## src/rtl/tc_div_pkg.sv

```systemverilog
// Shared constants, types and output formatting for the tracklet divider.
// TC_DIV_RADIX4_EN selects two quotient bits per CALC cycle.
package tc_div_pkg;

    localparam int DIVIDEND_W = 30;
    localparam int DIVISOR_W  = 17;
    localparam int QUOT_W     = 16;
    localparam int CNT_W      = 5;

`ifdef TC_DIV_RADIX4_EN
    localparam int ITER = 15;
`else
    localparam int ITER = 30;
`endif

    localparam logic [QUOT_W-1:0] QMAX = 16'h7fff;
    localparam logic [QUOT_W-1:0] QMIN = 16'h8000;

    typedef enum logic [1:0] {
        IDLE,
        CALC,
        DONE
    } state_t;

    typedef struct packed {
        logic [QUOT_W-1:0]  quot;
        logic [DIVISOR_W:0] rem;
        logic               ovf;
    } res_t;

    // Apply the dividend sign and saturate the magnitude quotient.
    function automatic res_t form_result(
        input logic [DIVIDEND_W-1:0] qm,
        input logic [DIVISOR_W:0]    rm,
        input logic                  neg
    );
        res_t r;
        r.rem = neg ? (~rm + 1'b1) : rm;
        if (neg) begin
            r.ovf  = (qm > 30'd32768);
            r.quot = r.ovf ? QMIN
                           : (~qm[QUOT_W-1:0] + 1'b1);
        end else begin
            r.ovf  = (qm > 30'd32767);
            r.quot = r.ovf ? QMAX : qm[QUOT_W-1:0];
        end
        return r;
    endfunction

endpackage

```

## src/rtl/tc_div_step.sv

```systemverilog
// One restoring-division step: shift in a dividend bit,
// compare against the divisor and subtract when it fits.
module tc_div_step
    import tc_div_pkg::*;
(
    input  logic [DIVISOR_W:0]   rem_in,
    input  logic                 bit_in,
    input  logic [DIVISOR_W-1:0] divisor,
    output logic [DIVISOR_W:0]   rem_out,
    output logic                 q_bit
);

    logic [DIVISOR_W+1:0] shifted;
    logic [DIVISOR_W:0]   diff;

    always_comb begin
        shifted = {rem_in, bit_in};
        q_bit   = (shifted >= {2'b00, divisor});
        // The true difference is below the divisor, so 18 bits suffice.
        diff    = shifted[DIVISOR_W:0] - {1'b0, divisor};
        rem_out = q_bit ? diff : shifted[DIVISOR_W:0];
    end

endmodule

```

## src/rtl/trackletcalculator_div_seq_30s_17ns_16s.sv

```systemverilog
// Sequential 30s / 17u divider with saturating 16s quotient.
// Define TC_DIV_RADIX4_EN for two quotient bits per cycle.
module trackletcalculator_div_seq_30s_17ns_16s
    import tc_div_pkg::*;
(
    input  logic                  ap_clk,
    input  logic                  ap_rst_n,
    input  logic                  in_valid,
    output logic                  in_ready,
    input  logic [DIVIDEND_W-1:0] dividend,
    input  logic [DIVISOR_W-1:0]  divisor,
    output logic                  out_valid,
    input  logic                  out_ready,
    output logic [QUOT_W-1:0]     quotient,
    output logic [DIVISOR_W:0]    remainder,
    output logic                  div_zero,
    output logic                  ovf
);

    state_t                state_q, state_d;
    logic [DIVIDEND_W-1:0] dvd_q, dvd_d;
    logic                  neg_q, neg_d;
    logic [DIVISOR_W-1:0]  dvs_q, dvs_d;
    logic [DIVISOR_W:0]    rem_q, rem_d;
    logic [CNT_W-1:0]      cnt_q, cnt_d;
    logic [QUOT_W-1:0]     quot_q, quot_d;
    logic [DIVISOR_W:0]    remo_q, remo_d;
    logic                  dz_q, dz_d;
    logic                  ovf_q, ovf_d;

    logic [DIVISOR_W:0]    rem_a;
    logic                  q_a;
    logic [DIVISOR_W:0]    rem_nx;
    logic [DIVIDEND_W-1:0] dvd_nx;
    logic [DIVIDEND_W-1:0] mag;
    res_t                  res;

    tc_div_step u_step0 (
        .rem_in  (rem_q),
        .bit_in  (dvd_q[DIVIDEND_W-1]),
        .divisor (dvs_q),
        .rem_out (rem_a),
        .q_bit   (q_a)
    );

`ifdef TC_DIV_RADIX4_EN
    logic [DIVISOR_W:0] rem_b;
    logic               q_b;

    tc_div_step u_step1 (
        .rem_in  (rem_a),
        .bit_in  (dvd_q[DIVIDEND_W-2]),
        .divisor (dvs_q),
        .rem_out (rem_b),
        .q_bit   (q_b)
    );

    assign rem_nx = rem_b;
    assign dvd_nx = {dvd_q[DIVIDEND_W-3:0], q_a, q_b};
`else
    assign rem_nx = rem_a;
    assign dvd_nx = {dvd_q[DIVIDEND_W-2:0], q_a};
`endif

    // Dividend bits shift out the top while quotient bits fill the bottom.
    always_comb begin
        state_d = state_q;
        dvd_d   = dvd_q;
        neg_d   = neg_q;
        dvs_d   = dvs_q;
        rem_d   = rem_q;
        cnt_d   = cnt_q;
        quot_d  = quot_q;
        remo_d  = remo_q;
        dz_d    = dz_q;
        ovf_d   = ovf_q;
        mag     = dividend[DIVIDEND_W-1]
                ? (~dividend + 1'b1) : dividend;
        res     = form_result(dvd_nx, rem_nx, neg_q);
        unique case (state_q)
            IDLE: begin
                if (in_valid) begin
                    dvd_d = mag;
                    neg_d = dividend[DIVIDEND_W-1];
                    dvs_d = divisor;
                    rem_d = '0;
                    cnt_d = '0;
                    dz_d  = 1'b0;
                    ovf_d = 1'b0;
                    if (divisor == '0) begin
                        state_d = DONE;
                        dz_d    = 1'b1;
                        remo_d  = '0;
                        quot_d  = dividend[DIVIDEND_W-1]
                                ? QMIN : QMAX;
                    end else begin
                        state_d = CALC;
                    end
                end
            end
            CALC: begin
                dvd_d = dvd_nx;
                rem_d = rem_nx;
                cnt_d = cnt_q + 1'b1;
                if (cnt_q == CNT_W'(ITER - 1)) begin
                    state_d = DONE;
                    quot_d  = res.quot;
                    remo_d  = res.rem;
                    ovf_d   = res.ovf;
                end
            end
            DONE: begin
                if (out_ready) state_d = IDLE;
            end
            default: state_d = IDLE;
        endcase
    end

    always_ff @(posedge ap_clk or negedge ap_rst_n) begin
        if (!ap_rst_n) begin
            state_q <= IDLE;
            dvd_q   <= '0;
            neg_q   <= 1'b0;
            dvs_q   <= '0;
            rem_q   <= '0;
            cnt_q   <= '0;
            quot_q  <= '0;
            remo_q  <= '0;
            dz_q    <= 1'b0;
            ovf_q   <= 1'b0;
        end else begin
            state_q <= state_d;
            dvd_q   <= dvd_d;
            neg_q   <= neg_d;
            dvs_q   <= dvs_d;
            rem_q   <= rem_d;
            cnt_q   <= cnt_d;
            quot_q  <= quot_d;
            remo_q  <= remo_d;
            dz_q    <= dz_d;
            ovf_q   <= ovf_d;
        end
    end

    assign in_ready  = (state_q == IDLE);
    assign out_valid = (state_q == DONE);
    assign quotient  = quot_q;
    assign remainder = remo_q;
    assign div_zero  = dz_q;
    assign ovf       = ovf_q;

endmodule

```

## config.mk

```make
export PLATFORM = sky130hd
export DESIGN_NAME = trackletcalculator_div_seq_30s_17ns_16s
export DESIGN_NICKNAME = d
export VERILOG_FILES = /design/src/rtl/tc_div_pkg.sv /design/src/rtl/tc_div_step.sv /design/src/rtl/trackletcalculator_div_seq_30s_17ns_16s.sv
export SDC_FILE = /design/constraint.sdc
export NUM_CORES = 1
export LEC_CHECK = 0
export BUFFER_PORTS_ARGS = -buffer_cell sky130_fd_sc_hd__buf_2
export CAP_MARGIN = 20
export CORE_MARGIN = 1.5
export CORE_UTILIZATION = 64
export DETAILED_ROUTE_END_ITERATION = 10
export PLACE_DENSITY_LB_ADDON = 0.15
export SYNTH_ARGS = -nofsm -noshare
export SYNTH_HDL_FRONTEND = slang
export SYNTH_SLANG_ARGS = --single-unit
```

## constraint.sdc

```tcl
create_clock -name ap_clk -period 10.9 [get_ports ap_clk]
set_input_delay 2.18 -clock ap_clk [delete_from_list [all_inputs] [get_ports ap_clk]]
set_output_delay 2.18 -clock ap_clk [all_outputs]
set_load 0.05 [all_outputs]
```

==> results of run 1 <==
==> metal layers <==
layer  vias up  GRT usage
met2       341      0.505
met1      3242      0.505
met5         -          0
met4         0     0.0937
li1       3234          -
met3        42     0.0634
==> cells in the final DEF, fill, tap and decap left out, drive strengths merged, types with 17 or more instances in the layout <==
cell | netlist | routed
a21oi | 31 | 31
a22oi | 29 | 29
buf | 15 | 97
dfrtp | 109 | 109
ha | 22 | 22
inv | 36 | 39
nand2 | 88 | 88
nand3 | 37 | 37
nor2 | 37 | 37
nor3 | 22 | 22
nor4 | 17 | 17
o21ai | 118 | 118
o311ai | 18 | 18
xor2 | 39 | 39
==> layout make-up <==
type	instances	area, um^2	area share
clock inverter	7	96.3	0.0120
clock buffer	9	225	0.0280
multi-input combinational	647	4170	0.518
inverter	36	135	0.0168
sequential	109	2730	0.339
tap	140	175	0.0218
timing repair buffer	97	510	0.0635
==> per-stage QoR <==
step / utilization / cells / worst slack (ns) / hold slack, ns / cell area (um^2)
after floorplan: - / 847 / 6.53 / 0.450 / 7270
after global placement: 0.705 / 1028 / 5.99 / 0.461 / 7710
after detailed placement: 0.705 / 1028 / 5.74 / 0.467 / 7710
after CTS: 0.734 / 1044 / 5.71 / 0.483 / 8030
after global routing: 0.735 / 1045 / 5.31 / 0.501 / 8040
final: 0.735 / 1045 / 5.62 / 0.477 / 8040
==> worst max-delay path, cell delays in order (launching register included) <==
cell       delay (ns)
dfrtp_1          0.43
ha_1             0.38
a2111oi_0        0.68
o21ai_2          0.25
or2_1            0.28
buf_4            0.29
inv_2            0.33
ha_1             0.25
nor3b_1          0.31
nand4_1          0.19
or4_1            0.43
a21o_1           0.36
or2_1            0.42
or3b_1           0.39
nand3_1          0.09
a22o_1           0.13
==> cells in the mapped netlist (3+ instances only) <==
library cell,n,share of area
o21a_1,4,0.0041
o21ai_1,5,0.0034
nand2_1,88,0.045
nor3_1,21,0.014
a21o_1,8,0.0083
dfrtp_1,109,0.38
nand3b_1,3,0.0031
nor3b_1,6,0.0062
nand4_1,11,0.0095
o41ai_1,4,0.0048
a31oi_1,7,0.0060
o311ai_0,8,0.0096
mux2i_1,13,0.018
or4_1,8,0.0083
or3_1,9,0.0077
a21oi_1,29,0.020
o311ai_1,10,0.012
buf_2,10,0.0069
or2_2,7,0.0060
and2_1,6,0.0052
ha_1,22,0.038
a22oi_1,29,0.030
o211ai_1,4,0.0041
o21ai_0,111,0.076
nand2b_1,4,0.0034
clkbuf_1,40,0.021
nor4_1,17,0.015
nor2_1,37,0.019
xor2_1,39,0.047
nand3_1,37,0.025
xnor2_1,15,0.018
o31ai_1,14,0.014
nor2b_1,8,0.0069
a22o_1,15,0.018
inv_1,35,0.018
or2_1,3,0.0026
==> sequential cells by signal (all words and copies together) (netlist names) <==
| name | count |
|---|---|
| dvd_q | 30 |
| quotient | 16 |
| state_q | 2 |
| rem_q | 18 |
| dvs_q | 17 |
| cnt_q | 5 |
| remainder | 18 |
| neg_q | 1 |
| div_zero | 1 |
| ovf | 1 |
==> cell families after synthesis <==
family | count (synthesis)
fa+ha+maj | 23
flops | 109
xor+xnor | 54
compound gates | 279
mux | 13
buf+inv | 91
simple gates | 278
==> worst max-delay path by stage <==
stage,to
after floorplan,quotient[14]
after global placement,quotient[12]
after detailed placement,quotient[13]
after CTS,quotient[12]
after global routing,quotient[5]
final,quotient[12]
==> results by group, run 1 <==
Outcome
  – Run status: completed

Synth
  – Mux cell area share after synthesis: 0.0179
  – Mean Syn Cell Area: roughly 8.6 um^2
  – Post-synthesis xor/xnor area fraction: 0.0651
  – Asr flop ratio synth: 1.00
  – Syn nets: 921
  – Flops & latches, synth: roughly 110
  – Register area share after synthesis: 0.375
  – Yosys cell types: 75
  – Most used DFF post-synth: dfrtp_1
  – Adder-Cell Fraction of Synth Area: 0.0406
  – Syn Inst Count: roughly 850
  – Compound-cell area share of the yosys netlist: 0.254
  – Mapped Area: roughly 0.0073 mm^2
  – Area fraction in and, or, nand and nor cells after synthesis: 0.195
  – Post-synth EDFFs: 0
  – Largest family of logic cells by synthesized area: compound AO/OA/AOI/OAI gates
  – Synthesis warning total: 0

Min path
  – Hold Crit Start: remainder[3]
  – WHS Endpoint: remainder[3]
  – Hold Crit Class: reg -> reg
  – Hold depth: 2

Global routing
  – Number of global-route vias before repair: 6,301
  – Total grt overflow: 0
  – Initial antenna violation count: 0
  – First-pass GRT wire length: approximately 32 mm
  – Gr usage total: 0.339
  – Largest net degree at the start of global routing: 80

Finish
  – Fillcell total: a little under 900
  – Synthesis-to-finish area growth: 10.6%
  – N_diodes: 0
  – Ratio of cells with drive above 1 in the final layout: 0.150
  – Nets: a little under 1,000

Timing
  – Post-route clock period utilization: 0.485
  – Final Setup Violations: 0
  – Measured slew at the worst slew-check pin: 1.01 ns
  – RSZ-0062 raised after global routing: false
  – Total Neg Setup Slack: 0 ns
  – Min Tclk post-route: ~5.3 ns
  – Max-slew violations: 0
  – Maximum clock frequency: 189 MHz
  – Slew headroom: 0.324
  – Worst clock skew: roughly 0.0072 ns
  – Hold violation count in the final report: 0

CTS
  – Total CTS buffers: 9
  – Clock Latency Late Sink: ~0.35 ns
  – Clock slew at reported path FFs: approximately 0.08 ns
  – CTS Root Cell: clkbuf_16
  – CTS Sinks: between 100 and 150
  – Setup Buffers After CTS: 0
  – CTS tree: yes
  – Longest Clk Path Bufs: 2
  – Hold Buf Count CTS: 0
  – Post-CTS Resized: 0
  – CTS HTree Levels: 3

Route
  – Top sig layer: met4
  – First-pass iteration count of the detailed router: 5
  – Vias/cell: 6.56
  – Routed wire length: 19.2 mm
  – Routed wl met2: between 8 and 9 mm
  – DRC: 0
  – Wire length per cell: about 18 um
  – DR vias: roughly 7,000
  – DR iter-0 viols: about 880
  – Post-route ant nets: 0
  – Met1 wire length: 8.63 mm
  – Routed wl met3: between 1.5 and 2 mm

Placed design
  – Dpl hpwl: between 10 and 15 mm
  – I/O Buffers: ~90
  – Gpl congestion: about 1

Worst setup path
  – Worst Setup Path Type: reg -> reg
  – R2R Setup Slk: ~5.6 ns
  – Worst EP required: 11.19 ns
  – Crit path from: rem_q[15]
  – Worst R2R Start: rem_q[15]
  – Crit. End Element: register
  – R2R cell count: 15
  – R2r endpoint: quotient[12]
  – Crit-path max FO: 40
  – Worst path arrival time: approximately 5.6 ns
  – CP Launch Type: register

Flow run
  – Number of max-cap violations: 0

Floorplan
  – Die H: between 100 and 150 um
  – Io pins: 89
  – Die area: approximately 0.012 mm^2
  – Core ar.: approximately 0.011 mm^2
  – Rows: 38
  – Starting Density: 0.664
  – Die Span X: ~110 um
Power of run 1 is not shown: default switching activity piles up to over one toggle a cycle in this logic, so the estimate is an artifact.
==> inputs of run 2 (changes only) <==
Settings changed: ABC_AREA set to 1, CORE_UTILIZATION 64 to 59.
Clock period 10.9 ns to 5.1 ns, I/O delays scaled along.
==> results by group, run 2 <==
Route
  – DR iter-0 viols: 501 (-43%)
  – First-pass iteration count of the detailed router: 5 (unchanged)
  – Routed wl met2: 9.15 mm (+5.8%)
  – Met1 wire length: 8.07 mm (-6.5%)
  – Top sig layer: met4
  – Wire length per cell: 14.8 um (-19%)
  – Post-route ant nets: 0 (unchanged)
  – Routed wl met3: 875 um (-47%)
  – DRC: 0 (unchanged)
  – Routed wire length: 18.4 mm (-4.3%)
  – Vias/cell: 5.52 (-16%)
  – DR vias: 6,848 (-0.16%)

Timing
  – Min Tclk post-route: 4.02 ns (-1.26 ns)
  – Final Setup Violations: 0 (unchanged)
  – Hold violation count in the final report: 0 (unchanged)
  – Max-slew violations: 0 (unchanged)
  – Slew headroom: 0.393 (+0.0683)
  – Post-route clock period utilization: 0.789 (+0.305)
  – Measured slew at the worst slew-check pin: 0.908 ns (-0.106 ns)
  – Worst clock skew: 0.0116 ns (+0.00441 ns)
  – RSZ-0062 raised after global routing: false
  – Maximum clock frequency: 248 MHz (+31%)
  – Total Neg Setup Slack: 0 ns (unchanged)

CTS
  – CTS Sinks: 109 (unchanged)
  – Clock slew at reported path FFs: 0.08 ns (about the same)
  – CTS tree: yes
  – Setup Buffers After CTS: 0 (unchanged)
  – Clock Latency Late Sink: 0.37 ns (+0.02 ns)
  – Post-CTS Resized: 0 (unchanged)
  – CTS HTree Levels: 3 (unchanged)
  – Total CTS buffers: 9 (unchanged)
  – Longest Clk Path Bufs: 2 (unchanged)
  – Hold Buf Count CTS: 0 (unchanged)
  – CTS Root Cell: clkbuf_16

Finish
  – Ratio of cells with drive above 1 in the final layout: 0.153 (+0.00271)
  – Top reg by flops: dvd_q
  – Commonest non-fill, non-tap cell in the layout: nand2_1
  – Nets: 1,141 (+17%)
  – Most frequent cells in the layout: nand2_1, dfrtp_1, inv_1
  – Max FFs per register: 30 (unchanged)
  – Fillcell total: 1,121 (+28%)
  – Synthesis-to-finish area growth: 11.5%
  – N_diodes: 0 (unchanged)

Synth
  – Flops & latches, synth: 109 (unchanged)
  – Yosys cell types: 49 (-35%)
  – Synthesis warning total: 0 (unchanged)
  – Mean Syn Cell Area: 7.36 um^2 (-14%)
  – Synth top area share: 0.374 (-0.00167)
  – Asr flop ratio synth: 1.00 (unchanged)
  – Syn nets: 1,066 (+16%)
  – Synth cell count leaders: nand2_1, dfrtp_1, inv_1, o21ai_0, nor2_1
  – Post-synth EDFFs: 0 (unchanged)
  – Mapped Area: 0.00730 mm^2 (+0.45%)
  – Ranking of synthesized cells by area: dfrtp_1, nand2_1, o21ai_0, inv_1, nor2_1
  – Cell type with the highest aggregate area in the netlist: dfrtp_1
  – Register area share after synthesis: 0.374 (-0.00167)
  – Most used DFF post-synth: dfrtp_1
  – Most numerous cell in the Yosys netlist: nand2_1
  – Syn Inst Count: 992 (+17%)

Worst setup path
  – Worst path max stage delay: 0.40 ns (-0.28 ns)
  – Crit-path max FO: 22 (-45%)
  – Worst EP required: 5.40 ns (-5.79 ns)
  – Worst Setup Path Type: reg -> reg
  – Crit. End Element: register
  – Worst path arrival time: 4.33 ns (-1.24 ns)
  – Cell Chain, Critical Path: ha_1 -> a21o_1 -> nor3_2 -> nand2_1 -> nor2_4 -> nand2_4 -> inv_4 -> ha_1 -> nand2_1 -> nor2_1 -> nand3_1 -> nor2_1 -> nand4_1 -> a21oi_1 -> inv_1 -> nor2_2 -> inv_1 -> o21ai_0 -> a22o_1
  – CP max-delay cell: dfrtp_1
  – CP Launch Type: register

Floorplan
  – Die H: 114 um (+4.3%)
  – Starting Density: 0.605 (-0.0593)
  – Die area: 0.0130 mm^2 (+8.7%)
  – Io pins: 89 (unchanged)
  – Rows: 40 (+5.3%)
  – Core ar.: 0.0121 mm^2 (+10%)
  – Die Span X: 114 um (+4.3%)

Global routing
  – Total grt overflow: 0 (unchanged)
  – Largest net degree at the start of global routing: 63 (-21%)
  – Number of global-route vias before repair: 6,318 (+0.27%)
  – First-pass GRT wire length: 30.5 mm (-4.6%)
  – Gr usage total: 0.298 (-0.0416)
  – Initial antenna violation count: 0 (unchanged)

Placed design
  – Gpl congestion: 0.929 (-6.5%)
  – Dpl hpwl: 13.9 mm (+0.99%)
  – I/O Buffers: 88 (unchanged)

Min path
  – Hold Crit Class: reg -> reg

Outcome
  – Run status: completed

Flow run
  – Number of max-cap violations: 0 (unchanged)
## run 2: final cells by class
type / count / area (um^2) / share of cell area
Multi-Input combinational cell: 736 / 3990 / 0.491
Clock inverter: 6 / 46.3 / 0.00569
Inverter: 116 / 438 / 0.0538
Tap cell: 168 / 210 / 0.0258
Clock buffer: 10 / 229 / 0.0281
Timing Repair Buffer: 95 / 495 / 0.0609
Sequential cell: 109 / 2730 / 0.335
## run 2: final timing paths
check                                end          start  slack, ns  cells after the start
max                          quotient[8]      rem_q[15]       1.08                     19
max in group asynchronous    quotient[1]       ap_rst_n       3.51                      2
min in group asynchronous      dvs_q[12]       ap_rst_n       0.74                      1
min                        remainder[14]  remainder[14]       0.48                      2
max reg2reg                  quotient[8]      rem_q[15]       1.08                     19
min reg2reg                remainder[14]  remainder[14]       0.48                      2
## run 2: logic make-up (layout without fill, tap and decap cells)
kind of cell             Yosys count  count (layout)  synth area share
XOR/XNOR                          39              39            0.0468
flip-flops                       109             109             0.374
buffers and inverters            147             227            0.0801
adder cells (fa/ha/maj)           23              23            0.0405
AO/OA/AOI/OAI                    206             206             0.169
AND/OR/NAND/NOR                  467             467             0.289
multiplexers                       1               1           0.00137
## run 2: through the flow
stage / util / hold WS, ns / cell area [um^2] / std cells / setup slack, ns
5_1_grt: 0.675 / 0.503 / 8140 / 1240 / 0.696
6_report: 0.675 / 0.476 / 8140 / 1240 / 1.08
3_3_place_gp: 0.652 / 0.462 / 7870 / 1224 / 1.25
3_5_place_dp: 0.652 / 0.461 / 7870 / 1224 / 1.19
2_1_floorplan: - / 0.448 / 7300 / 992 / 1.95
4_1_cts: 0.675 / 0.480 / 8140 / 1240 / 1.15
## run 2: critical path: cells and delay by family (launching register included)
family,cells,cell delay [ns]
adder cells (fa/ha/maj),2,0.57
flip-flops,1,0.40
buffers and inverters,3,0.43
AO/OA/AOI/OAI,4,0.88
AND/OR/NAND/NOR,10,1.66
## run 2: layer usage
layer	track usage	up-vias
met5	0	-
met4	0.102	0
met3	0.0371	23
met2	0.517	184
met1	0.386	3191
li1	-	3450
Power of run 2 is left out for the same reason.
